[src/rtl/store_buffer.sv]
// Word-store FIFO between MEM stage and data memory.
// Drains when the port is free; forwards the youngest buffered word to loads.
module store_buffer #(
    parameter int DEPTH  = 4,
    parameter int ADDR_W = 32,
    parameter int DATA_W = 32
) (
    input  logic                     clk,
    input  logic                     rst,
    input  logic                     st_valid,
    input  logic [ADDR_W-1:0]        st_addr,
    input  logic [DATA_W-1:0]        st_data,
    output logic                     st_ready,
    input  logic                     ld_en,
    input  logic [ADDR_W-1:0]        ld_addr,
    output logic [DATA_W-1:0]        ld_data,
    output logic                     ld_hit,
    output logic [ADDR_W-1:0]        mem_A,
    output logic [DATA_W-1:0]        mem_WD,
    output logic                     mem_WE,
    input  logic [DATA_W-1:0]        mem_RD,
    output logic                     empty,
    output logic [$clog2(DEPTH):0]   count
);
    localparam int PW = $clog2(DEPTH);
    localparam int CW = PW + 1;
    localparam int TW = ADDR_W - 2;

    logic [TW-1:0]     tag_q  [DEPTH];
    logic [TW-1:0]     tag_d  [DEPTH];
    logic [DATA_W-1:0] data_q [DEPTH];
    logic [DATA_W-1:0] data_d [DEPTH];
    logic [PW-1:0]     head_q, head_d;
    logic [PW-1:0]     tail_q, tail_d;
    logic [CW-1:0]     count_q, count_d;
    logic              enq, deq;
    logic [PW-1:0]     idx;
    logic [DATA_W-1:0] fwd_data;
    logic              unused_lo;

    assign unused_lo = ^{st_addr[1:0], ld_addr[1:0]};

    always_comb begin
        st_ready = count_q < CW'(DEPTH);
        enq      = st_valid && st_ready;
        deq      = (count_q != '0) && !ld_en;
        mem_WE   = deq;
        mem_WD   = data_q[head_q];
        mem_A    = ld_en ? {ld_addr[ADDR_W-1:2], 2'b00}
                         : {tag_q[head_q], 2'b00};
        empty    = count_q == '0;
        count    = count_q;
    end

    // Scan oldest to youngest so the last match is the youngest.
    always_comb begin
        ld_hit   = 1'b0;
        fwd_data = '0;
        idx      = '0;
        for (int k = 0; k < DEPTH; k++) begin
            idx = head_q + PW'(k);
            if (CW'(k) < count_q && tag_q[idx] == ld_addr[ADDR_W-1:2]) begin
                ld_hit   = ld_en;
                fwd_data = data_q[idx];
            end
        end
        ld_data = ld_hit ? fwd_data : mem_RD;
    end

    always_comb begin
        tag_d  = tag_q;
        data_d = data_q;
        head_d = head_q;
        tail_d = tail_q;
        if (enq) begin
            tag_d[tail_q]  = st_addr[ADDR_W-1:2];
            data_d[tail_q] = st_data;
            tail_d         = tail_q + 1'b1;
        end
        if (deq) begin
            head_d = head_q + 1'b1;
        end
        case ({enq, deq})
            2'b10:   count_d = count_q + 1'b1;
            2'b01:   count_d = count_q - 1'b1;
            default: count_d = count_q;
        endcase
    end

    always_ff @(posedge clk) begin
        if (!rst) begin
            head_q  <= '0;
            tail_q  <= '0;
            count_q <= '0;
        end else begin
            head_q  <= head_d;
            tail_q  <= tail_d;
            count_q <= count_d;
        end
        tag_q  <= tag_d;
        data_q <= data_d;
    end

endmodule
[config.mk]
export PLATFORM = sky130hd
export DESIGN_NAME = store_buffer
export DESIGN_NICKNAME = d
export VERILOG_FILES = /design/src/rtl/store_buffer.sv
export SDC_FILE = /design/constraint.sdc
export NUM_CORES = 1
export LEC_CHECK = 0
export BUFFER_PORTS_ARGS = -buffer_cell sky130_fd_sc_hd__buf_2
export CAP_MARGIN = 10
export CORE_ASPECT_RATIO = 1.4
export CORE_MARGIN = 10
export CORE_UTILIZATION = 46
export CTS_CLUSTER_SIZE = 25
export DETAILED_ROUTE_END_ITERATION = 10
export GPL_ROUTABILITY_DRIVEN = 0
export PLACE_DENSITY = 0.66
export REMOVE_ABC_BUFFERS = 1
export SYNTH_ARGS = -nofsm -noshare
export SYNTH_HDL_FRONTEND = slang
export SYNTH_SLANG_ARGS = --single-unit
[constraint.sdc]
create_clock -name clk -period 4.3 [get_ports clk]
set_clock_uncertainty 0.1 [all_clocks]
set_input_delay 0.645 -clock clk [delete_from_list [all_inputs] [get_ports clk]]
set_output_delay 0.645 -clock clk [all_outputs]
set_load 0.005 [all_outputs]
==> results.txt, run 1 <==
status - finished, violations left
failing checks - negative setup slack
clock root buffer - clkbuf_16
flops & latches, synth - 255
die span in y - 253 um
area of placed instances - 20,000 um^2
clock latency on the worst-skew pair - 0.54 ns
Cells after DPL - 2,193
Worst EP arrival - 3.95 ns
initial core utilization - 46.5%
# setup viols final - 33
Reg clk slew, reported paths - 0.06 ns
design area - 22,200 um^2
most used cell, CP - buf_12
Slew headroom - 25.0%
commonest non-fill, non-tap cell in the layout - edfxtp_1
Clock Sinks - 255
Seq/Total Area, Yosys - 42.4%
post-route worst setup slack - -0.392 ns
first drt pass iteration count - 5
CP max stage delay - 0.36 ns
Peak Freq - 0.213 GHz
# port buffers - 228
wirelength, routed - 57,700 um
Area growth syn-to-layout - 23.9%
Primary FF master, synth - edfxtp_1
most frequent cells in the layout - edfxtp_1, buf_2, nand2_1
Buf+Inv Stages, Crit Path - 8
fin crit share - 109%
vias - 14,300
DR vias/cell - 6.22
DP HPWL - 37,900 um
Crit. End Element - primary output
unrepaired setup endpoints after global routing - yes
Slew @ Worst Pin - 1.13 ns
first-pass GRT wire length - 86,300 um
layout cell share with drive strength beyond 1 - 41.9%
vias in the first global route - 14,500
Hold Violations, Final - 0
setup TNS - -11.14 ns
chip width - 187 um
crit-path cells - buf_12 > buf_16 > buf_6 > buf_12 > buf_4 > mux2i_1 > mux2_2 > xor2_1 > o2111ai_1 > a21oi_1 > and4b_4 > nor2b_4 > buf_12 > buf_12 > a221oi_1 > o21ai_2 > buf_2
met2 global-route usage - 41.6%
H-tree depth - 1
EDFF count, synth - 248
Synth async-reset ratio - 0%
fin cells - 2,291
Worst path slowest cell - dfxtp_4
Hold WS - 0.200 ns
maximum vdd ir drop - 389 uV
Mapped Avg Cell Area - 12.0 um^2
LEAKAGE - 7.50 nW
Mapped Area - 17,900 um^2
Setup Crit Path Kind - reg2out
CTS tree - built
worst min path class - in2reg
antenna violations before repair - 4
Rows - 85
post-route ant nets - 0
grt ovf - 0
CTS max path bufs - 3
Synth warnings - 0
largest net degree at the start of global routing - 115
cell count after synthesis - 1,486
Residual DRC - 0
Nets - 1,888
1st-iter DRT viols - 1,130
gr usage total - 23.3%
total power draw - 11.2 mW
total die area - 47,300 um^2
CTS buffer count - 26
fin. max-slew vios - 0
Worst path top cell family by delay - buffers and inverters
# IOs - 235
Yosys cell types - 71
GR met1 Demand/Resource - 26.7%
post-route minimum period - 4.69 ns
Cell Pwr Density - 505 nW/um^2
met3 GRT Util - 3.85%
Req. time, crit path - 3.56 ns
Wirelength per Cell - 25.2 um
Max Cap Violations - 0
Critical Path Source Type - flip-flop
global route hottest layer - met2
Core ar. - 38,500 um^2
maximum fanout along the worst path - 8
-- power breakdown --
group          leakage (nW)  switching (mW)  internal, mW
clock network         0.486           0.991          1.69
logic                  4.68            2.71          2.63
registers              2.33           0.171          3.00
-- through the flow --
step,setup slack [ns],utilization (%)
6_report,-0.392,57.6
5_1_grt,-0.479,57.6
4_1_cts,-0.335,56.5
3_5_place_dp,-0.113,51.8
3_3_place_gp,-0.115,51.8
2_1_floorplan,-11.07,-
-- cell families after synthesis --
kind of cell | count (synthesis) | share of synthesized area [%]
adder cells (fa/ha/maj) | 9 | 0.629
multiplexers | 291 | 24.4
buffers and inverters | 164 | 4.93
flip-flops | 255 | 42.4
AO/OA/AOI/OAI | 331 | 13.1
AND/OR/NAND/NOR | 330 | 9.38
XOR/XNOR | 105 | 5.14
other | 1 | 0.0209
-- sequential cells by signal, summed over array words and instances (netlist names) --
signal and flops:
tag_q 120, count 3, head_q 2, data_q 128, tail_q 2
-- layout make-up --
cell class,instances,area [um^2]
fillers,3165,16300
multi-input cells,1069,9980
flip-flops and latches,255,7590
repair buffers,379,2870
clock buffers,29,683
well taps,522,653
clock inverters,19,344
inverters,16,60.1
diodes,2,5.00
-- synth_stat cells, drive strengths merged, types with 10 or more instances --
cell / number / share of area [%]
inv: 14 / 0.29
xnor2: 94 / 4.6
mux4: 111 / 14
nor2: 53 / 1.1
nor3: 37 / 1.1
nor4: 14 / 0.73
a31oi: 35 / 1.2
buf: 71 / 3.0
nand3b: 33 / 1.4
xor2: 11 / 0.54
nand2: 134 / 2.8
mux2i: 132 / 7.4
o211ai: 34 / 2.3
a21oi: 51 / 1.4
and2: 10 / 0.35
a221oi: 35 / 1.7
clkbuf: 77 / 1.6
mux2: 48 / 3.0
o21ai: 125 / 4.1
edfxtp: 248 / 42
nand4: 17 / 0.59
-- what timing repair did --
item	in CTS	in global routing
gates resized for setup	80	45
hold buffers	0	0
pin swaps	20	22
endpoints found under the setup margin	33	33
cloned	9	3
buffers inserted	21	17
-- layer usage --
metal	part of all wire (%)	routed length [um]
met1	37	21300
met2	51	29400
met3	7.0	4060
met4	5.1	2940
met5	0.073	42
-- final timing paths --
check	startpoint	endpoint	slack [ns]	cells past startpoint
max	head_q[0]$_SDFFE_PN0P_	ld_data[11]	-0.39	17
min	st_data[25]	data_q[57]$_DFFE_PP_	0.20	1
max reg2reg	count[2]$_SDFFE_PN0P_	data_q[44]$_DFFE_PP_	1.95	3
min reg2reg	count[2]$_SDFFE_PN0P_	count[2]$_SDFFE_PN0P_	0.55	2
No activity file was read; power rests on OpenSTA's default activity.
==> inputs of run 2 (changes only) <==
- MAX_ROUTING_LAYER: unset -> met4
==> results.txt, run 2 (synthesis results as in run 1) <==
# IOs - 235 (unchanged)
DP HPWL - 37,900 um (unchanged)
met3 GRT Util - 3.46% (-0.40 points)
Critical Path Source Type - flip-flop
first drt pass iteration count - 6 (+1)
layout cell share with drive strength beyond 1 - 42.0% (+0.080 points)
most frequent cells in the layout - edfxtp_1, buf_2, nand2_1
setup TNS - -9.31 ns (+1.83 ns)
Setup Crit Path Kind - reg2out
total die area - 47,300 um^2 (unchanged)
Crit. End Element - primary output
clock latency on the worst-skew pair - 0.55 ns (about the same)
Hold Violations, Final - 0 (unchanged)
Register Area - 7590 um^2 (unchanged)
DR vias/cell - 6.23 (about the same)
maximum fanout along the worst path - 8 (unchanged)
antenna violations before repair - 4 (unchanged)
H-tree depth - 1 (unchanged)
Rows - 85 (unchanged)
Slew @ Worst Pin - 1.12 ns (-0.00776 ns)
unrepaired setup endpoints after global routing - yes
combinational share of power - 47.7% (about the same)
fin crit share - 108% (-1.2 points)
failing checks - negative setup slack
1st-iter DRT viols - 1,200 (+6.2%)
CTS tree - built
hold_buf cts - 0 (unchanged)
commonest non-fill, non-tap cell in the layout - edfxtp_1
Nets - 1,887 (-0.053%)
Net Switching - 3.88 mW (about the same)
worst min path class - in2reg
grt ovf - 0 (unchanged)
die span in y - 253 um (unchanged)
global route hottest layer - met2
final design utilization - 57.8% (+0.19 points)
largest register by flop count - data_q
Seq pwr share - 28.3% (about the same)
FILL cells - 3,145 (-0.63%)
vias - 14,300 (+0.26%)
Largest register FFs - 128 (unchanged)
clock share of power - 24.0% (about the same)
LEAKAGE - 7.53 nW (+0.32%)
fin. max-slew vios - 0 (unchanged)
chip width - 187 um (unchanged)
vias in the first global route - 14,500 (-0.16%)
wirelength, routed - 58,100 um (+0.64%)
# setup viols final - 33 (unchanged)
initial core utilization - 46.5% (unchanged)
Wirelength per Cell - 25.3 um (+0.47%)
Peak Freq - 0.215 GHz (+1.1%)
Clock Sinks - 255 (unchanged)
GR met1 Demand/Resource - 27.0% (+0.22 points)
status - finished, violations left
post-route ant nets - 0 (unchanged)
Cell Pwr Density - 503 nW/um^2 (-0.30%)
maximum vdd ir drop - 391 uV (+0.43%)
first-pass GRT wire length - 86,300 um (about the same)
post-route worst setup slack - -0.342 ns (+0.0507 ns)
Reg clk slew, reported paths - 0.07 ns (about the same)
Cell Int Power - 7.33 mW (about the same)
Max Cap Violations - 0 (unchanged)
Req. time, crit path - 3.56 ns (about the same)
Residual DRC - 0 (unchanged)
total power draw - 11.2 mW (about the same)
largest net degree at the start of global routing - 115 (unchanged)
Hold WS - 0.197 ns (-0.00289 ns)
gr usage total - 24.0% (+0.66 points)
clock root buffer - clkbuf_16
Core ar. - 38,500 um^2 (unchanged)
# port buffers - 228 (unchanged)
Area growth syn-to-layout - 24.3%
Net Sw Frac - 34.6% (about the same)
CTS buffer count - 26 (unchanged)
multi-input logic area - 10,000 um^2 (+0.39%)
CTS max path bufs - 3 (unchanged)
post-route minimum period - 4.64 ns (-0.0507 ns)
met2 global-route usage - 41.5% (-0.11 points)
Worst EP arrival - 3.90 ns (-0.05 ns)
Slew headroom - 25.5% (+0.52 points)
run 2: cell types whose count changed in the layout (fill, tap and decap cells not counted), sizes merged:
cell,previous run,this run
clkbuf,33,34
buf,375,373
diode,2,7
run 2: power by group through the flow:
stage                     logic (mW)  registers [mW]  clock network [mW]
final                           5.35            3.17                2.69
after global routing            5.73            3.20                2.83
after CTS                       5.13            3.16                2.74
after detailed placement        4.79            3.22                   0
after global placement          4.73            3.20                   0
after floorplan                 2.47            3.46                   0
run 2: timing repair:
action	4_1_cts	5_1_grt
cloned	9	5
buffers inserted	21	14
resized for setup	80	56
pin swaps	20	21
setup endpoints to repair	33	33
run 2: per-layer routing:
layer,routed length (um),vias up
met5,0,-
met4,3160,0
met3,4090,165
met2,29500,685
met1,21300,7059
li1,-,6384
run 2: stage by stage:
| stage | worst slack (ns) | instance area [um^2] | std cells |
|---|---|---|---|
| 5_1_grt | -0.469 | 22300 | 2292 |
| 6_report | -0.342 | 22300 | 2295 |
| 3_3_place_gp | -0.115 | 20000 | 2193 |
| 3_5_place_dp | -0.113 | 20000 | 2193 |
| 2_1_floorplan | -11.07 | 17100 | 1339 |
| 4_1_cts | -0.335 | 21800 | 2269 |
run 2: final timing paths:
path	slack [ns]	cells after the start	end	startpoint
max	-0.34	17	ld_data[11]	head_q[0]$_SDFFE_PN0P_
min	0.20	1	tag_q[76]$_DFFE_PP_	st_addr[18]
max reg2reg	1.95	3	data_q[44]$_DFFE_PP_	count[2]$_SDFFE_PN0P_
min reg2reg	0.54	2	count[2]$_SDFFE_PN0P_	count[2]$_SDFFE_PN0P_
run 2: critical path, cell delays in order (launching register included):
cell and delay (ns):
dfxtp_4 0.36, buf_12 0.14, buf_16 0.14, buf_6 0.12, buf_12 0.13, buf_4 0.13, mux2i_1 0.10, mux2_2 0.29
xor2_1 0.26, o2111ai_1 0.27, a21oi_1 0.21, and4b_4 0.30, nor2b_4 0.20, buf_12 0.15, buf_12 0.14, a221oi_1 0.10
o21ai_2 0.18, buf_2 0.14
run 2: area by class of cell:
type	instances	share of cell area, %
Tap cell	522	2.93
Timing Repair Buffer	378	13.0
Clock inverter	19	1.55
Multi-Input combinational cell	1069	45.0
Antenna cell	7	0.0787
Clock buffer	29	3.07
Sequential cell	255	34.1
Inverter	16	0.270
